**config.mk**
```make
export PLATFORM = sky130hd
export DESIGN_NAME = seg_disp_arbiter
export DESIGN_NICKNAME = d
export VERILOG_FILES = /design/src/rtl/seg_pkg.sv /design/src/rtl/ms_tick_gen.sv /design/src/rtl/seg_disp_arbiter.sv
export SDC_FILE = /design/constraint.sdc
export NUM_CORES = 1
export LEC_CHECK = 0
export CORE_MARGIN = 5
export CORE_UTILIZATION = 50
export DETAILED_ROUTE_END_ITERATION = 7
export GPL_TIMING_DRIVEN = 0
export PLACE_DENSITY_LB_ADDON = 0.08
export SETUP_SLACK_MARGIN = 0.3
export SYNTH_ARGS = -nofsm -noshare
export SYNTH_HDL_FRONTEND = slang
export SYNTH_SLANG_ARGS = --single-unit
export TNS_END_PERCENT = 50
```
**constraint.sdc**
```tcl
create_clock -name clk -period 7.51 [get_ports clk]
set_input_delay 0.751 -clock clk [delete_from_list [all_inputs] [get_ports clk]]
set_output_delay 0.751 -clock clk [all_outputs]
set_load 0.005 [all_outputs]
```
**src/rtl/seg_pkg.sv**
```systemverilog
// Shared display-side types and constants for the seven-segment arbiter and its helpers.
package seg_pkg;
  localparam int DIGIT_W = 4;
  localparam int DIGITS  = 6;
  localparam int DISP_W  = DIGIT_W * DIGITS;

  localparam logic [DISP_W-1:0] SEG_BLANK = 24'h0;

  typedef enum logic [1:0] {
    ST_IDLE  = 2'd0,
    ST_OWN   = 2'd1,
    ST_SHARE = 2'd2
  } seg_state_t;
endpackage

```
**src/rtl/ms_tick_gen.sv**
```systemverilog
// Free-running millisecond prescaler; tick is high for one clk cycle each time the counter wraps.
module ms_tick_gen #(
  parameter int CLK_HZ = 50_000_000
) (
  input  logic clk,
  input  logic rst_n,
  output logic tick
);
  localparam int DIV = (CLK_HZ / 1000 > 1) ? CLK_HZ / 1000 : 1;
  localparam int CW  = (DIV > 1) ? $clog2(DIV) : 1;
  localparam logic [CW-1:0] LAST = CW'(DIV - 1);

  logic [CW-1:0] r_cnt;

  always_ff @(posedge clk or negedge rst_n) begin
    if (!rst_n)
      r_cnt <= '0;
    else if (r_cnt == LAST)
      r_cnt <= '0;
    else
      r_cnt <= r_cnt + CW'(1);
  end

  assign tick = (r_cnt == LAST);
endmodule

```
**src/rtl/seg_disp_arbiter.sv**
```systemverilog
// Hold-time + round-robin arbiter granting the 6-digit display to one of NREQ requesters.
// Optional requester-0 preemption is enabled by defining SEG_ARB_PREEMPT_EN.
module seg_disp_arbiter
  import seg_pkg::*;
#(
  parameter int NREQ    = 3,
  parameter int CLK_HZ  = 50_000_000,
  parameter int HOLD_MS = 500
) (
  input  logic                   clk,
  input  logic                   rst_n,
  input  logic [NREQ-1:0]        req,
  input  logic [NREQ*DISP_W-1:0] req_data,
  output logic [NREQ-1:0]        gnt,
  output logic [1:0]             owner,
  output logic [DISP_W-1:0]      disp_data,
  output logic                   disp_valid,
  output logic                   hold_done
);
  localparam logic [15:0] HOLD_C = 16'(HOLD_MS);

  seg_state_t        r_state, w_state_nxt;
  logic [1:0]        r_owner, w_owner_nxt;
  logic [15:0]       r_hold, w_hold_nxt;
  logic [DISP_W-1:0] r_disp_data, w_own_data;
  logic              r_disp_valid;
  logic              w_tick, w_own_req, w_preempt;
  logic              w_lo_found, w_rr_found;
  logic [1:0]        w_lo_idx, w_rr_idx;
  int                w_best, w_dist;

  ms_tick_gen #(.CLK_HZ(CLK_HZ)) u_ms_tick (
    .clk   (clk),
    .rst_n (rst_n),
    .tick  (w_tick)
  );

`ifdef SEG_ARB_PREEMPT_EN
  assign w_preempt = req[0] && (r_owner != 2'd0);
`else
  assign w_preempt = 1'b0;
`endif

  always_comb begin
    w_own_req  = 1'b0;
    w_own_data = SEG_BLANK;
    for (int i = 0; i < NREQ; i++) begin
      if (r_owner == 2'(i)) begin
        w_own_req  = req[i];
        w_own_data = req_data[DISP_W*i +: DISP_W];
      end
    end
  end

  // Fixed priority from idle: scan downwards so the lowest set index is kept.
  always_comb begin
    w_lo_found = 1'b0;
    w_lo_idx   = 2'd0;
    for (int i = NREQ - 1; i >= 0; i--) begin
      if (req[i]) begin
        w_lo_found = 1'b1;
        w_lo_idx   = 2'(i);
      end
    end
  end

  // Round-robin: nearest requester at distance 1..NREQ-1 after the owner.
  always_comb begin
    w_rr_found = 1'b0;
    w_rr_idx   = r_owner;
    w_best     = NREQ;
    w_dist     = 0;
    for (int i = 0; i < NREQ; i++) begin
      w_dist = (i + NREQ - int'(r_owner)) % NREQ;
      if (req[i] && (w_dist != 0) && (w_dist < w_best)) begin
        w_best     = w_dist;
        w_rr_idx   = 2'(i);
        w_rr_found = 1'b1;
      end
    end
  end

  always_comb begin
    w_state_nxt = r_state;
    w_owner_nxt = r_owner;
    w_hold_nxt  = r_hold;
    case (r_state)
      ST_IDLE: begin
        if (w_lo_found) begin
          w_state_nxt = ST_OWN;
          w_owner_nxt = w_lo_idx;
          w_hold_nxt  = '0;
        end
      end
      ST_OWN, ST_SHARE: begin
        if (!w_own_req) begin
          w_state_nxt = ST_IDLE;
          w_owner_nxt = 2'd0;
          w_hold_nxt  = '0;
        end else if (w_preempt) begin
          w_state_nxt = ST_OWN;
          w_owner_nxt = 2'd0;
          w_hold_nxt  = '0;
        end else if (r_state == ST_SHARE) begin
          if (w_rr_found) begin
            w_state_nxt = ST_OWN;
            w_owner_nxt = w_rr_idx;
            w_hold_nxt  = '0;
          end
        end else if (r_hold == HOLD_C) begin
          w_state_nxt = ST_SHARE;
        end else if (w_tick) begin
          w_hold_nxt = r_hold + 16'd1;
        end
      end
      default: begin
        w_state_nxt = ST_IDLE;
        w_owner_nxt = 2'd0;
        w_hold_nxt  = '0;
      end
    endcase
  end

  always_ff @(posedge clk or negedge rst_n) begin
    if (!rst_n) begin
      r_state <= ST_IDLE;
      r_owner <= 2'd0;
      r_hold  <= '0;
    end else begin
      r_state <= w_state_nxt;
      r_owner <= w_owner_nxt;
      r_hold  <= w_hold_nxt;
    end
  end

  // Display word follows the registered owner, so it lags the grant by one cycle.
  always_ff @(posedge clk or negedge rst_n) begin
    if (!rst_n) begin
      r_disp_data  <= SEG_BLANK;
      r_disp_valid <= 1'b0;
    end else begin
      r_disp_valid <= (r_state != ST_IDLE);
      if (r_state != ST_IDLE)
        r_disp_data <= w_own_data;
    end
  end

  always_comb begin
    gnt = '0;
    for (int i = 0; i < NREQ; i++)
      if ((r_state != ST_IDLE) && (r_owner == 2'(i)))
        gnt[i] = 1'b1;
  end

  assign owner      = r_owner;
  assign hold_done  = (r_state == ST_SHARE);
  assign disp_data  = r_disp_data;
  assign disp_valid = r_disp_valid;
endmodule

```
==> results of run 1 <==
[through the flow]
stage | cells | power [mW]
floorplan | 418 | 0.9440
global placement | 627 | 1.274
detailed placement | 628 | 1.294
CTS | 644 | 1.594
global route | 644 | 1.698
finish | 644 | 1.582
[area by class of cell]
| cell class | count | area share [%] |
|---|---|---|
| multi-input combinational | 319 | 41.08 |
| sequential | 61 | 28.99 |
| timing repair buffer | 108 | 20.62 |
| tap | 102 | 2.423 |
| clock buffer | 9 | 2.352 |
| buffer | 21 | 1.924 |
| clock inverter | 7 | 1.402 |
| inverter | 17 | 1.212 |
[state kept, by name, indices dropped and copies added, names as in the netlist]
| register | count |
|---|---|
| r_hold | 16 |
| owner | 2 |
| u_ms_tick.r_cnt | 16 |
| disp_valid | 1 |
| r_state | 2 |
| disp_data | 24 |
[cell usage in the layout, fill, tap and decap left out, types with 11 or more instances in the layout]
cell type	netlist	routed
clkdlybuf4s50_1	0	106
dfrtp_1	61	61
o21ai_0	59	59
nand2_1	45	45
a221o_1	24	24
ha_1	24	24
nor2_1	23	23
a21oi_1	20	20
inv_1	16	16
clkbuf_1	14	14
nand3_1	11	11
[layer usage]
layer,wire length [um],track usage (%),vias to the layer above,share of wire [%]
li1,-,-,1798,-
met1,4678,29.28,1787,42
met2,5455,40.80,134,49
met3,721,5.929,23,6.5
met4,301,9.585,0,2.7
met5,0,0,-,0
[critical path: cells and delay by family, from the launching register on]
kind,cells,cell delay (ns)
fa+ha+maj,4,1.09
simple gates,2,0.44
buf+inv,6,1.30
flops,1,0.50
compound gates,7,1.51
[how the worst max path moves through the flow]
stage | start | slack (ns) | cells past startpoint | endpoint
CTS | owner[1]$_DFFE_PN0P_ | 2.62 | 19 | r_hold[5]$_DFFE_PN0P_
detailed placement | owner[1]$_DFFE_PN0P_ | 2.69 | 19 | r_hold[5]$_DFFE_PN0P_
global placement | owner[1]$_DFFE_PN0P_ | 2.76 | 19 | r_hold[5]$_DFFE_PN0P_
global route | owner[1]$_DFFE_PN0P_ | 2.26 | 18 | r_hold[14]$_DFFE_PN0P_
floorplan | owner[1]$_DFFE_PN0P_ | 3.44 | 19 | r_hold[6]$_DFFE_PN0P_
finish | owner[1]$_DFFE_PN0P_ | 2.58 | 19 | r_hold[5]$_DFFE_PN0P_
[cell families (layout without fill, tap and decap cells)]
family / after synthesis / in the layout / share of synthesized area (%)
DFF: 61 / 61 / 39.60
and+or+nand+nor: 137 / 137 / 19.15
xor gates and xnor gates: 14 / 14 / 3.181
muxes: 2 / 2 / 0.5842
adders and majority gates: 24 / 24 / 7.790
buffers and inverters: 38 / 162 / 4.284
AOI/OAI and AO/OA: 142 / 142 / 25.41
[synth_stat cells, types with 9 or more instances]
library cell	n	share of area [%]
dfrtp_1	61	40
o21ai_0	59	7.7
nand2_1	45	4.4
a221o_1	24	6.2
ha_1	24	7.8
nor2_1	23	2.2
a21oi_1	20	2.6
inv_1	16	1.6
clkbuf_1	14	1.4
nand3_1	11	1.4
or3_1	10	1.6
xor2_1	9	2.0
[power groups by stage]
stage | Sequential (mW) | Combinational (mW) | Clock (mW)
2_1_floorplan | 0.456 | 0.488 | 0
3_3_place_gp | 0.452 | 0.823 | 0
3_5_place_dp | 0.456 | 0.839 | 0
4_1_cts | 0.450 | 0.843 | 0.301
5_1_grt | 0.460 | 0.919 | 0.319
6_report | 0.450 | 0.836 | 0.297
==> results.yml, run 1 <==
place:
  hpwlAfterDp_um: 8620
  postPlaceCellArea_sq_mm: 0.005069
  pre_cts_slack_ns: 2.691
  gp_congestion: 0.9137
  placement.io_buffers: 107
finish:
  area_growth_pct: 36.61
  multi_input_area_sq_mm: 0.002163
  final_layout_size_suffix_gt1_share_pct: 8.303
  diodes: 0
  seqCellArea_sq_mm: 0.001526
  nets: 638
  final_util_pct: 69.23
  stdcell_area_sq_mm: 0.005266
  fillers: 610
power:
  power.leakage_nw: 2.176
  p_sw_share_pct: 39.73
  share_comb_of_total_power_pct: 52.8
  pwr-share-seq_pct: 28.5
  power-per-cell-area_mw_per_mm2: 300.4
  clkPwrFrac_pct: 18.7
  p_int_mw: 0.9535
  max-vdd-ir-drop_mv: 0.1501
  p_switching_mw: 0.6287
cts:
  cts.sinks: 61
  clockBufferDepth: 2
  insertion_delay_ns: 0.35
  h-tree-depth: 3
  postCtsResizedCells: 0
  cts_root_buffer: "clkbuf_8"
  cts_hold_buf: 0
  cts_tree: "built"
  cts_buffers: 9
  cts_setup_buffers: 0
  clk_pin_slew_ns: 0.07
global_routing:
  grt_pass1_vias: 3766
  grt_start_max_net_pins: 40
  grt_use_total_pct: 24.00
  antenna_found_initial: 0
  grt-ovfl-total: 0
  grt_pass1_wl_um: 18690
run_status:
  status: "finished clean"
die:
  std_cell_rows: 32
  die_h_um: 97.81
  die_area_sq_mm: 0.009566
  start_util_pct: 50.67
  io_pins: 108
  die_w_um: 97.81
  core-area_sq_mm: 0.007607
synthesis:
  yosys.cell_types.count: 63
  synth_ff_type: "dfrtp_1"
  netlist_area_sq_mm: 0.003855
  synth.ff_latch_count: 61
  synthCells: 418
  async_flop_share_pct: 100.0
  avgSynthCellArea_sq_um: 9.222
  synth_nets: 519
  synth_edf_count: 0
  seq_area_frac_synth_pct: 39.60
  yosys_warnings: 0
timing:
  worst_pin_slew_ns: 0.5455
  hold_slack_ns: 0.3905
  finalMaxSlewViolations: 0
  rsz0062_at_grt: "no"
  fin_ws_ns: 2.582
  period_share_pct: 65.62
  setup_viol_count_final: 0
  tns_ns: 0
  hold_viol: 0
  fmax_ghz: 0.2029
  fin_skew_ns: 0.008044
  post-route-min-period_ns: 4.928
  slew-limit-headroom_pct: 63.30
drt:
  dr.pass1.iters: 4
  routedWlPerCell_um: 17.32
  wl_um: 11160
  via_per_inst: 5.811
  postRouteAntennaNets: 0
  drcViolationCount: 0
  via_count: 3742
  drt_iter0_drc: 151
worst_setup_path:
  critPathMaxStageDelay_ns: 0.50
  crit_arrival_ns: 5.19
  regToRegSetupSlack_ns: 2.58
  critPathSlowestCell: "dfrtp_1"
  path_cells: "inv_1 > ha_1 > buf_2 > buf_1 > inv_1 > ha_1 > inv_1 > ha_1 > o22ai_1 > a31o_4 > nand2_1 > ha_1 > a211oi_1 > o2111ai_1 > o221ai_4 > a21oi_2 > buf_2 > or3_1 > a21oi_1"
  regToRegStartpoint: "owner[1]$_DFFE_PN0P_"
  crit_path_frequent_cell: "ha_1"
  path_class: "reg2reg"
  rr_worst_depth: 19
  cp-end-kind: "register"
  start_kind: "register"
  r2r_end: "r_hold[5]$_DFFE_PN0P_"
  path_max_fanout: 10
  cp.required_ns: 7.78
hold_path:
  hp-class: "in2async"
flow_run:
  drv_cap: 0
No activity file was read; power rests on OpenSTA's default activity.
==> run 2, diff against run 1 <==
- CORE_UTILIZATION: 50 -> 44
- clock period: 7.51 -> 4.05 ns (I/O delays scaled with it)
==> run 2 against run 1 <==
Effect of this change: sequential power grew 85%; sequential share of layout area down 2.0 points; clock skew shrank 0.00062 ns; register-to-register slack got worse by 2.3 ns; clock power rose by 60%; final area increased by 7.7%; power up 110%; count of clock-buffer cells in the layout is 3 higher; wire length increased by 13%; via count increased by 4.4%; die area up 12%; cell count increased by 3.7%; critical endpoint is now r_hold[6]$_DFFE_PN0P_; largest cell class unchanged; highest routed layer unchanged.
==> results.yml, run 2 (synthesized netlist as in run 1, its figures left out) <==
timing:
  finalMaxSlewViolations: 0
  setup_viol_count_final: 0
  period_share_pct: 93.92
  hold_viol: 0
  worst_pin_slew_ns: 0.6569
  rsz0062_at_grt: "yes"
  tns_ns: 0
  post-route-min-period_ns: 3.804
  fin_skew_ns: 0.007426
  slew-limit-headroom_pct: 56.12
  fmax_ghz: 0.2629
global_routing:
  grt_pass1_vias: 3767
  grt_start_max_net_pins: 41
  antenna_found_initial: 0
  grt-ovfl-total: 0
  grt_pass1_wl_um: 19660
  grt_use_total_pct: 22.13
finish:
  final_common_cell: "clkdlybuf4s50_1"
  final_util_pct: 65.68
  final_layout_size_suffix_gt1_share_pct: 17.86
  area_growth_pct: 47.13
  stdcell_area_sq_mm: 0.005672
  fillers: 706
  nets: 656
  largest_reg_flops: 24
  mostFrequentLayoutCells: "clkdlybuf4s50_1, dfrtp_1, o21ai_0, nand2_1, a221o_1"
  stdcell_count: 668
  diodes: 0
power:
  max-vdd-ir-drop_mv: 0.3199
  finalPower_mw: 3.257
  power.leakage_nw: 2.337
  power-per-cell-area_mw_per_mm2: 574.2
die:
  io_pins: 108
  core-area_sq_mm: 0.008636
  die_area_sq_mm: 0.01073
  std_cell_rows: 34
  start_util_pct: 44.64
  die_w_um: 103.6
  die_h_um: 103.6
cts:
  cts_hold_buf: 0
  cts_root_buffer: "clkbuf_8"
  h-tree-depth: 3
  cts_tree: "built"
  clockBufferDepth: 2
  insertion_delay_ns: 0.34
  cts.sinks: 61
  clk_pin_slew_ns: 0.07
  cts_buffers: 9
run_status:
  status: "finished clean"
worst_setup_path:
  regToRegSetupSlack_ns: 0.25
  crit_path_frequent_cell: "buf_4"
  critPathSlowestCell: "or4_4"
  path_class: "reg2reg"
  path_cells: "buf_4 > buf_4 > ha_1 > or2_4 > a22o_4 > a31o_4 > nor2_2 > a21oi_1 > ha_2 > o21ai_1 > a21oi_2 > o221ai_4 > buf_6 > a21o_2 > or4_4 > nand2_2"
  cp-end-kind: "register"
  critPathMaxStageDelay_ns: 0.52
  start_kind: "register"
  path_max_fanout: 5
  crit_arrival_ns: 4.07
  cp.required_ns: 4.32
place:
  postPlaceCellArea_sq_mm: 0.005087
  gp_congestion: 0.8551
  hpwlAfterDp_um: 8518
  placement.io_buffers: 107
  dpl.cell_count: 634
drt:
  via_count: 3907
  routedWlPerCell_um: 18.80
  dr.pass1.iters: 5
  drt_iter0_drc: 360
  via_per_inst: 5.849
  wl_um: 12560
  drcViolationCount: 0
  postRouteAntennaNets: 0
flow_run:
  drv_cap: 0
hold_path:
  hp-class: "in2async"
==> run 2: changes by cell type in the layout (fill, tap and decap cells not counted), sizes merged <==
cell,previous run,this run
bufinv,1,0
clkbuf,23,26
clkinvlp,1,0
buf,9,27
clkinv,4,5
inv,18,16
==> run 2: path summary, 6_finish.rpt <==
check / cells past startpoint / from / endpoint
hold / removal: 1 / rst_n / disp_data[21]$_DFFE_PN0N_
max in group asynchronous: 2 / rst_n / owner[0]$_DFFE_PN0P_
min in group clk: 1 / u_ms_tick.r_cnt[0]$_DFF_PN0_ / u_ms_tick.r_cnt[0]$_DFF_PN0_
hold reg to reg: 1 / u_ms_tick.r_cnt[0]$_DFF_PN0_ / u_ms_tick.r_cnt[0]$_DFF_PN0_
setup reg to reg: 16 / owner[0]$_DFFE_PN0P_ / r_hold[6]$_DFFE_PN0P_
setup / recovery: 16 / owner[0]$_DFFE_PN0P_ / r_hold[6]$_DFFE_PN0P_
==> run 2: routing by layer <==
metal	global-route usage (%)	wire (um)
met3	5.659	907
met4	6.186	241
met1	30.24	5557
met2	34.70	5854
met5	0	0
==> run 2: worst max-delay path: cells and delay by family, from the launching register on <==
family / cells / cell delay [ns]
DFF: 1 / 0.46
AOI/OAI and AO/OA: 7 / 1.22
adders and majority gates: 2 / 0.61
buffers and inverters: 3 / 0.47
and+or+nand+nor: 4 / 0.98
==> run 2: what timing repair did <==
action / CTS / global route
cloned: 1 / 0
buffers inserted: 13 / 4
resized for setup: 26 / 37
pin swaps: 13 / 19
setup endpoints to repair: 20 / 20
==> run 2: power by group <==
group | switching (mW) | internal, mW | total, mW
Sequential | 0.0841 | 0.750 | 0.834
Combinational | 1.01 | 0.942 | 1.95
Clock | 0.237 | 0.237 | 0.474
==> run 2: layout make-up <==
class | count | area [sq um] | share of cell area (%)
clock buffers | 12 | 145.1 | 2.559
multi-input cells | 319 | 2405 | 42.40
plain buffers | 21 | 130.1 | 2.294
well taps | 108 | 135.1 | 2.383
inverters | 17 | 73.82 | 1.302
repair buffers | 126 | 1230 | 21.69
clock inverters | 4 | 23.77 | 0.4191
flip-flops and latches | 61 | 1529 | 26.96
==> run 2: metrics by stage <==
step	hold WS (ns)	setup WS, ns
floorplan	0.1094	0.3029
global placement	0.4451	-0.1596
detailed placement	0.4031	-0.2402
CTS	0.04245	0.3027
global route	0.06226	0.1115
finish	0.03607	0.2462
